==> src/rtl/vend_pkg.sv <==
// Shared types and constants for the vending machine sequencer:
// state encodings, coin codes and the coin value lookup.
package vend_pkg;

    typedef enum logic [3:0] {
        ST_IDLE    = 4'b0000,
        ST_COLLECT = 4'b0001,
        ST_VEND    = 4'b0010,
        ST_CHANGE  = 4'b0011,
        ST_REFUND  = 4'b0100
    } state_e;

    typedef enum logic [1:0] {
        COIN_5   = 2'b00,
        COIN_10  = 2'b01,
        COIN_25  = 2'b10,
        COIN_100 = 2'b11
    } coin_e;

    localparam int NICKEL = 5;

    function automatic logic [7:0] coin_value(input logic [1:0] code);
        logic [7:0] cents;
        cents = 8'd0;
        case (coin_e'(code))
            COIN_5:   cents = 8'd5;
            COIN_10:  cents = 8'd10;
            COIN_25:  cents = 8'd25;
            COIN_100: cents = 8'd100;
            default:  cents = 8'd0;
        endcase
        return cents;
    endfunction

endpackage

==> src/rtl/vend_credit_reg.sv <==
// Credit accumulator: adds accepted coins, subtracts the price or one nickel,
// and flags whether a coin would push credit past the ceiling.
module vend_credit_reg
    import vend_pkg::*;
#(
    parameter int PRICE      = 75,
    parameter int CREDIT_W   = 8,
    parameter int MAX_CREDIT = 200
) (
    input  logic                clk_i,
    input  logic                reset_i,
    input  logic                add_en_i,
    input  logic [7:0]          add_val_i,
    input  logic                sub_price_i,
    input  logic                sub_nickel_i,
    output logic                accept_o,
    output logic                zero_o,
    output logic [CREDIT_W-1:0] credit_o
);

    logic [CREDIT_W-1:0] credit_q, credit_d;
    logic [CREDIT_W:0]   sum;

    // One extra bit on the sum so the ceiling compare cannot overflow.
    always_comb begin
        sum      = {1'b0, credit_q} + (CREDIT_W+1)'(add_val_i);
        accept_o = (sum <= (CREDIT_W+1)'(MAX_CREDIT));
        credit_d = credit_q;
        if (add_en_i && accept_o) begin
            credit_d = sum[CREDIT_W-1:0];
        end else if (sub_price_i) begin
            credit_d = credit_q - CREDIT_W'(PRICE);
        end else if (sub_nickel_i) begin
            credit_d = credit_q - CREDIT_W'(NICKEL);
        end
    end

    always_ff @(negedge clk_i or posedge reset_i) begin
        if (reset_i) begin
            credit_q <= '0;
        end else begin
            credit_q <= credit_d;
        end
    end

    assign zero_o   = (credit_q == '0);
    assign credit_o = credit_q;

endmodule

==> src/rtl/vend_sequencer.sv <==
// Vending machine control FSM: collects coins, runs the dispenser handshake
// and pays out change or refunds one nickel per cycle.
module vend_sequencer
    import vend_pkg::*;
#(
    parameter int PRICE      = 75,
    parameter int CREDIT_W   = 8,
    parameter int MAX_CREDIT = 200
) (
    input  logic                clk,
    input  logic                reset,
    input  logic                coin_valid,
    input  logic [1:0]          coin_type,
    input  logic                select,
    input  logic                cancel,
    input  logic                vend_ack,
    output logic                vend_req,
    output logic                nickel_out,
    output logic                coin_reject,
    output logic [CREDIT_W-1:0] credit,
    output logic [3:0]          state,
    output logic                busy
);

    if ((PRICE % NICKEL) != 0 || PRICE > MAX_CREDIT) begin : g_bad_price
        $error("vend_sequencer: PRICE must be a multiple of 5 and not exceed MAX_CREDIT");
    end

    state_e state_q, state_d;
    logic   vend_req_q, vend_req_d;
    logic   nickel_q, nickel_d;
    logic   reject_q, reject_d;
    logic   busy_q, busy_d;
    logic   add_en, sub_price, sub_nickel, accept, zero;
    logic [7:0] add_val;

    vend_credit_reg #(
        .PRICE      (PRICE),
        .CREDIT_W   (CREDIT_W),
        .MAX_CREDIT (MAX_CREDIT)
    ) u_credit (
        .clk_i        (clk),
        .reset_i      (reset),
        .add_en_i     (add_en),
        .add_val_i    (add_val),
        .sub_price_i  (sub_price),
        .sub_nickel_i (sub_nickel),
        .accept_o     (accept),
        .zero_o       (zero),
        .credit_o     (credit)
    );

    always_comb begin
        state_d    = state_q;
        vend_req_d = 1'b0;
        nickel_d   = 1'b0;
        reject_d   = 1'b0;
        add_en     = 1'b0;
        sub_price  = 1'b0;
        sub_nickel = 1'b0;
        add_val    = coin_value(coin_type);
        case (state_q)
            ST_IDLE: begin
                if (coin_valid) begin
                    if (accept) begin
                        add_en  = 1'b1;
                        state_d = ST_COLLECT;
                    end else begin
                        reject_d = 1'b1;
                    end
                end
            end
            ST_COLLECT: begin
                if (cancel) begin
                    state_d  = ST_REFUND;
                    reject_d = coin_valid;
                end else if (coin_valid) begin
                    add_en   = accept;
                    reject_d = !accept;
                end else if (select && credit >= CREDIT_W'(PRICE)) begin
                    state_d    = ST_VEND;
                    vend_req_d = 1'b1;
                end
            end
            ST_VEND: begin
                reject_d = coin_valid;
                if (vend_ack) begin
                    sub_price = 1'b1;
                    state_d   = (credit == CREDIT_W'(PRICE)) ? ST_IDLE : ST_CHANGE;
                end else begin
                    vend_req_d = 1'b1;
                end
            end
            ST_CHANGE, ST_REFUND: begin
                reject_d = coin_valid;
                if (zero) begin
                    state_d = ST_IDLE;
                end else begin
                    sub_nickel = 1'b1;
                    nickel_d   = 1'b1;
                    if (credit == CREDIT_W'(NICKEL)) begin
                        state_d = ST_IDLE;
                    end
                end
            end
            // Corrupted encoding: give back whatever credit is held.
            default: begin
                reject_d = coin_valid;
                state_d  = zero ? ST_IDLE : ST_REFUND;
            end
        endcase
        busy_d = (state_d == ST_VEND) || (state_d == ST_CHANGE) || (state_d == ST_REFUND);
    end

    always_ff @(negedge clk or posedge reset) begin
        if (reset) begin
            state_q    <= ST_IDLE;
            vend_req_q <= 1'b0;
            nickel_q   <= 1'b0;
            reject_q   <= 1'b0;
            busy_q     <= 1'b0;
        end else begin
            state_q    <= state_d;
            vend_req_q <= vend_req_d;
            nickel_q   <= nickel_d;
            reject_q   <= reject_d;
            busy_q     <= busy_d;
        end
    end

    assign state       = state_q;
    assign vend_req    = vend_req_q;
    assign nickel_out  = nickel_q;
    assign coin_reject = reject_q;
    assign busy        = busy_q;

endmodule

==> config.mk <==
export PLATFORM = sky130hd
export DESIGN_NAME = vend_sequencer
export DESIGN_NICKNAME = d
export VERILOG_FILES = /design/src/rtl/vend_pkg.sv /design/src/rtl/vend_credit_reg.sv /design/src/rtl/vend_sequencer.sv
export SDC_FILE = /design/constraint.sdc
export NUM_CORES = 1
export LEC_CHECK = 0
export ABC_AREA = 0
export ABC_CLOCK_PERIOD_IN_PS = 3800
export CELL_PAD_IN_SITES_DETAIL_PLACEMENT = 1
export CELL_PAD_IN_SITES_GLOBAL_PLACEMENT = 1
export CORE_MARGIN = 2
export CORE_UTILIZATION = 35
export DETAILED_ROUTE_END_ITERATION = 8
export HOLD_SLACK_MARGIN = 0.08
export PLACE_DENSITY_LB_ADDON = 0.1
export SLEW_MARGIN = 20
export SYNTH_ARGS = -nofsm -noshare
export SYNTH_HDL_FRONTEND = slang
export SYNTH_SLANG_ARGS = --single-unit
==> constraint.sdc <==
create_clock -name clk -period 3.8 [get_ports clk]
set_clock_uncertainty 0.15 [all_clocks]
set_input_delay 0.38 -clock clk [delete_from_list [all_inputs] [get_ports clk]]
set_output_delay 0.38 -clock clk [all_outputs]
set_load 0.02 [all_outputs]
==> results.cfg <==
[timing]
hold_viol = 0
final-setup-viol-count = 10
maxSlewViolCount = 0
fin_ws_ps = -977
rsz0062_at_grt = true

[logic_synthesis]
synth_nets = 203
ys.flop_type = dfrtn_1
async_reset_ff_share_pct = 100
netlist_area_um2 = 1600
ys_types = 59
syn-mean-instance-area_um2 = 8.93
yosysWarnings = 0
ys_ff_latch = 16
synth_edf_count = 0
synth-seq-area-share_pct = 25.1
netlist_instances = 179

[global_routing]
grt_max_degree = 17
track_usage_pct = 22.1
antenna_found_initial = 0
grt_pass1_wl_mm = 8.95
grt_overflow = 0
grt_pass1_vias = 1840

[drt]
wl_met3_um = 103
drt_first_pass_iters = 4
detail-route-antenna-nets = 0
vias = 1595
wire_per_inst_um = 18.0
met2_length_mm = 2.68
routed_wl_mm = 5.30
viasPerCell = 5.41
routed.top_layer = met4
drcViolationCount = 0
wl_met1_mm = 2.44
first_iter_violations = 76

[cts]
cts_max_path_buffers = 2
root_buffer = clkbuf_8
clock_latency_ps = 270
cts_num_sinks = 16
hold_buffers = 0
path_clk_slew_ps = 50
numCtsBuffers = 3
htree_num_levels = 1
tritoncts = yes

[cells_and_area]
layoutNonFillerInstCount = 295
drive_gt1_share_pct = 32.5
antenna_cells = 0
area_growth_syn_to_layout_pct = 47.1
num-nets-final = 268
final_common_cell = buf_4
layout_common_cells = 43 x buf_4, 20 x clkdlybuf4s50_1, 16 x dfrtn_1

[placed_design]
port_buffers = 23
place_inst = 287
finalWeightedCongestion = 0.837
post-dp-hpwl_mm = 4.20

[floorplanning]
placementRows = 24
io-pin-count = 24
coreArea_um2 = 4380
die_w_um = 71.6
fp.dieH_um = 71.6
start_util_pct = 36.4
fp.dieArea_um2 = 5120

[pwr]
finalPower_mw = 2.03
ir_drop_mv = 0.463
power_leakage_nw = 1.05
cellPowerDensity_nw_per_um2 = 865

[setup_path]
slowest_delay_ps = 360
crit_family = compound AO/OA/AOI/OAI gates
worst-path-buf-inv = 2
start_kind = input port
path_class = in -> reg
critical_path.max_fanout = 8
slowest_stage = fa_2
endpoint_kind = register
worstPathRequired_ps = 1870
path_cells = buf_12 -> inv_12 -> ha_2 -> or2_4 -> ha_4 -> fa_2 -> a21o_1 -> a21oi_2 -> xnor2_2 -> o32ai_2 -> o21a_4 -> mux2_4
cp.arrival_ps = 2840

[flow_run]
maxCapViolations = 0

[run_status]
status = finished, violations left
violations = setup timing

[hold_path]
hp-class = reg -> reg
-- per-stage QoR --
step | setup WS, ps | setup TNS (ps) | cell area (um^2) | util, % | hold WS [ps]
global route | -1050 | -9890 | 2350 | 53.6 | 555
floorplan | -1050 | -9090 | 1680 | - | 548
CTS | -1030 | -9200 | 2320 | 52.8 | 514
finish | -977 | -9050 | 2350 | 53.6 | 515
global placement | -1920 | -17810 | 2220 | 50.7 | 495
detailed placement | -1970 | -18600 | 2220 | 50.7 | 513
-- per-layer routing --
layer / GRT usage [%] / vias up
met5: 0 / -
met4: 6.71 / 0
met3: 2.67 / 9
met2: 39.3 / 20
met1: 27.9 / 782
li1: - / 784
-- repair_timing --
| item | 4_1_cts | 5_1_grt |
|---|---|---|
| pin swaps | 7 | 7 |
| setup buffers | 2 | 2 |
| gates cloned | 0 | 0 |
| hold endpoints to repair | 0 | 0 |
| endpoints found under the setup margin | 11 | 10 |
| resized for setup | 19 | 5 |
-- power breakdown --
group	switching, mW	internal [mW]	total (mW)
logic	0.807	0.782	1.59
clock network	0.0672	0.0921	0.159
registers	0.0429	0.244	0.287
-- sequential cells by signal, summed over array words and instances (netlist names) --
signal,count
u_credit.credit_o,8
state,4
busy,1
coin_reject,1
nickel_out,1
vend_req,1
-- kinds of logic after synthesis --
family	share of synthesized area, %
compound gates	26.2
flops	25.1
simple gates	19.0
other cells	0.235
xor+xnor	5.48
mux	5.48
fa+ha+maj	13.0
buf+inv	5.56
-- area by class of cell --
cell class                 count  area [um^2]
multi-input combinational    144         1200
sequential                    16          400
inverter                      13         63.8
clock buffer                   4         55.1
tap                           52         65.1
fill                         519         2030
timing repair buffer          66          567
-- cell usage after synthesis (2+ instances only) --
cell	number	area, um^2
a22oi_1	3	22.5
a21oi_1	8	40.0
nor3_1	2	10.0
mux2_1	4	45.0
mux2i_1	2	20.0
mux2_2	2	22.5
o22ai_1	2	12.5
o21a_1	3	22.5
nand2_1	11	41.3
xnor2_1	7	61.3
dfrtn_1	16	400
buf_2	3	15.0
nand2b_1	2	12.5
o32ai_1	3	26.3
a2bb2oi_1	2	17.5
ha_1	15	188
inv_1	12	45.0
nor2_1	13	48.8
or2_2	2	12.5
o21ai_0	15	75.1
and3_1	2	12.5
nor4b_2	2	30.0
o311ai_1	2	17.5
xor2_1	3	26.3
nor2b_1	5	31.3
a21o_1	4	30.0
o41ai_1	2	17.5
-- worst paths after layout --
path                                             end                  from  cells past startpoint  slack, ps
worst max-delay path            u_credit.credit_o[2]          coin_type[0]                     12       -980
worst min-delay path                        state[0]              state[0]                      3        520
worst max register to register  u_credit.credit_o[2]  u_credit.credit_o[0]                      8       1010
worst min register to register              state[0]              state[0]                      3        520
max in group asynchronous                 nickel_out                 reset                      3       1220
min in group asynchronous                coin_reject                 reset                      3       2070
-- tightest hold or removal path, delay by kind of cell, from the launching register on --
kind	cells	cell delay (ps)
buffers and inverters	1	180
flip-flops	1	410
AO/OA/AOI/OAI	2	150
(Power assumes the default switching activity.)
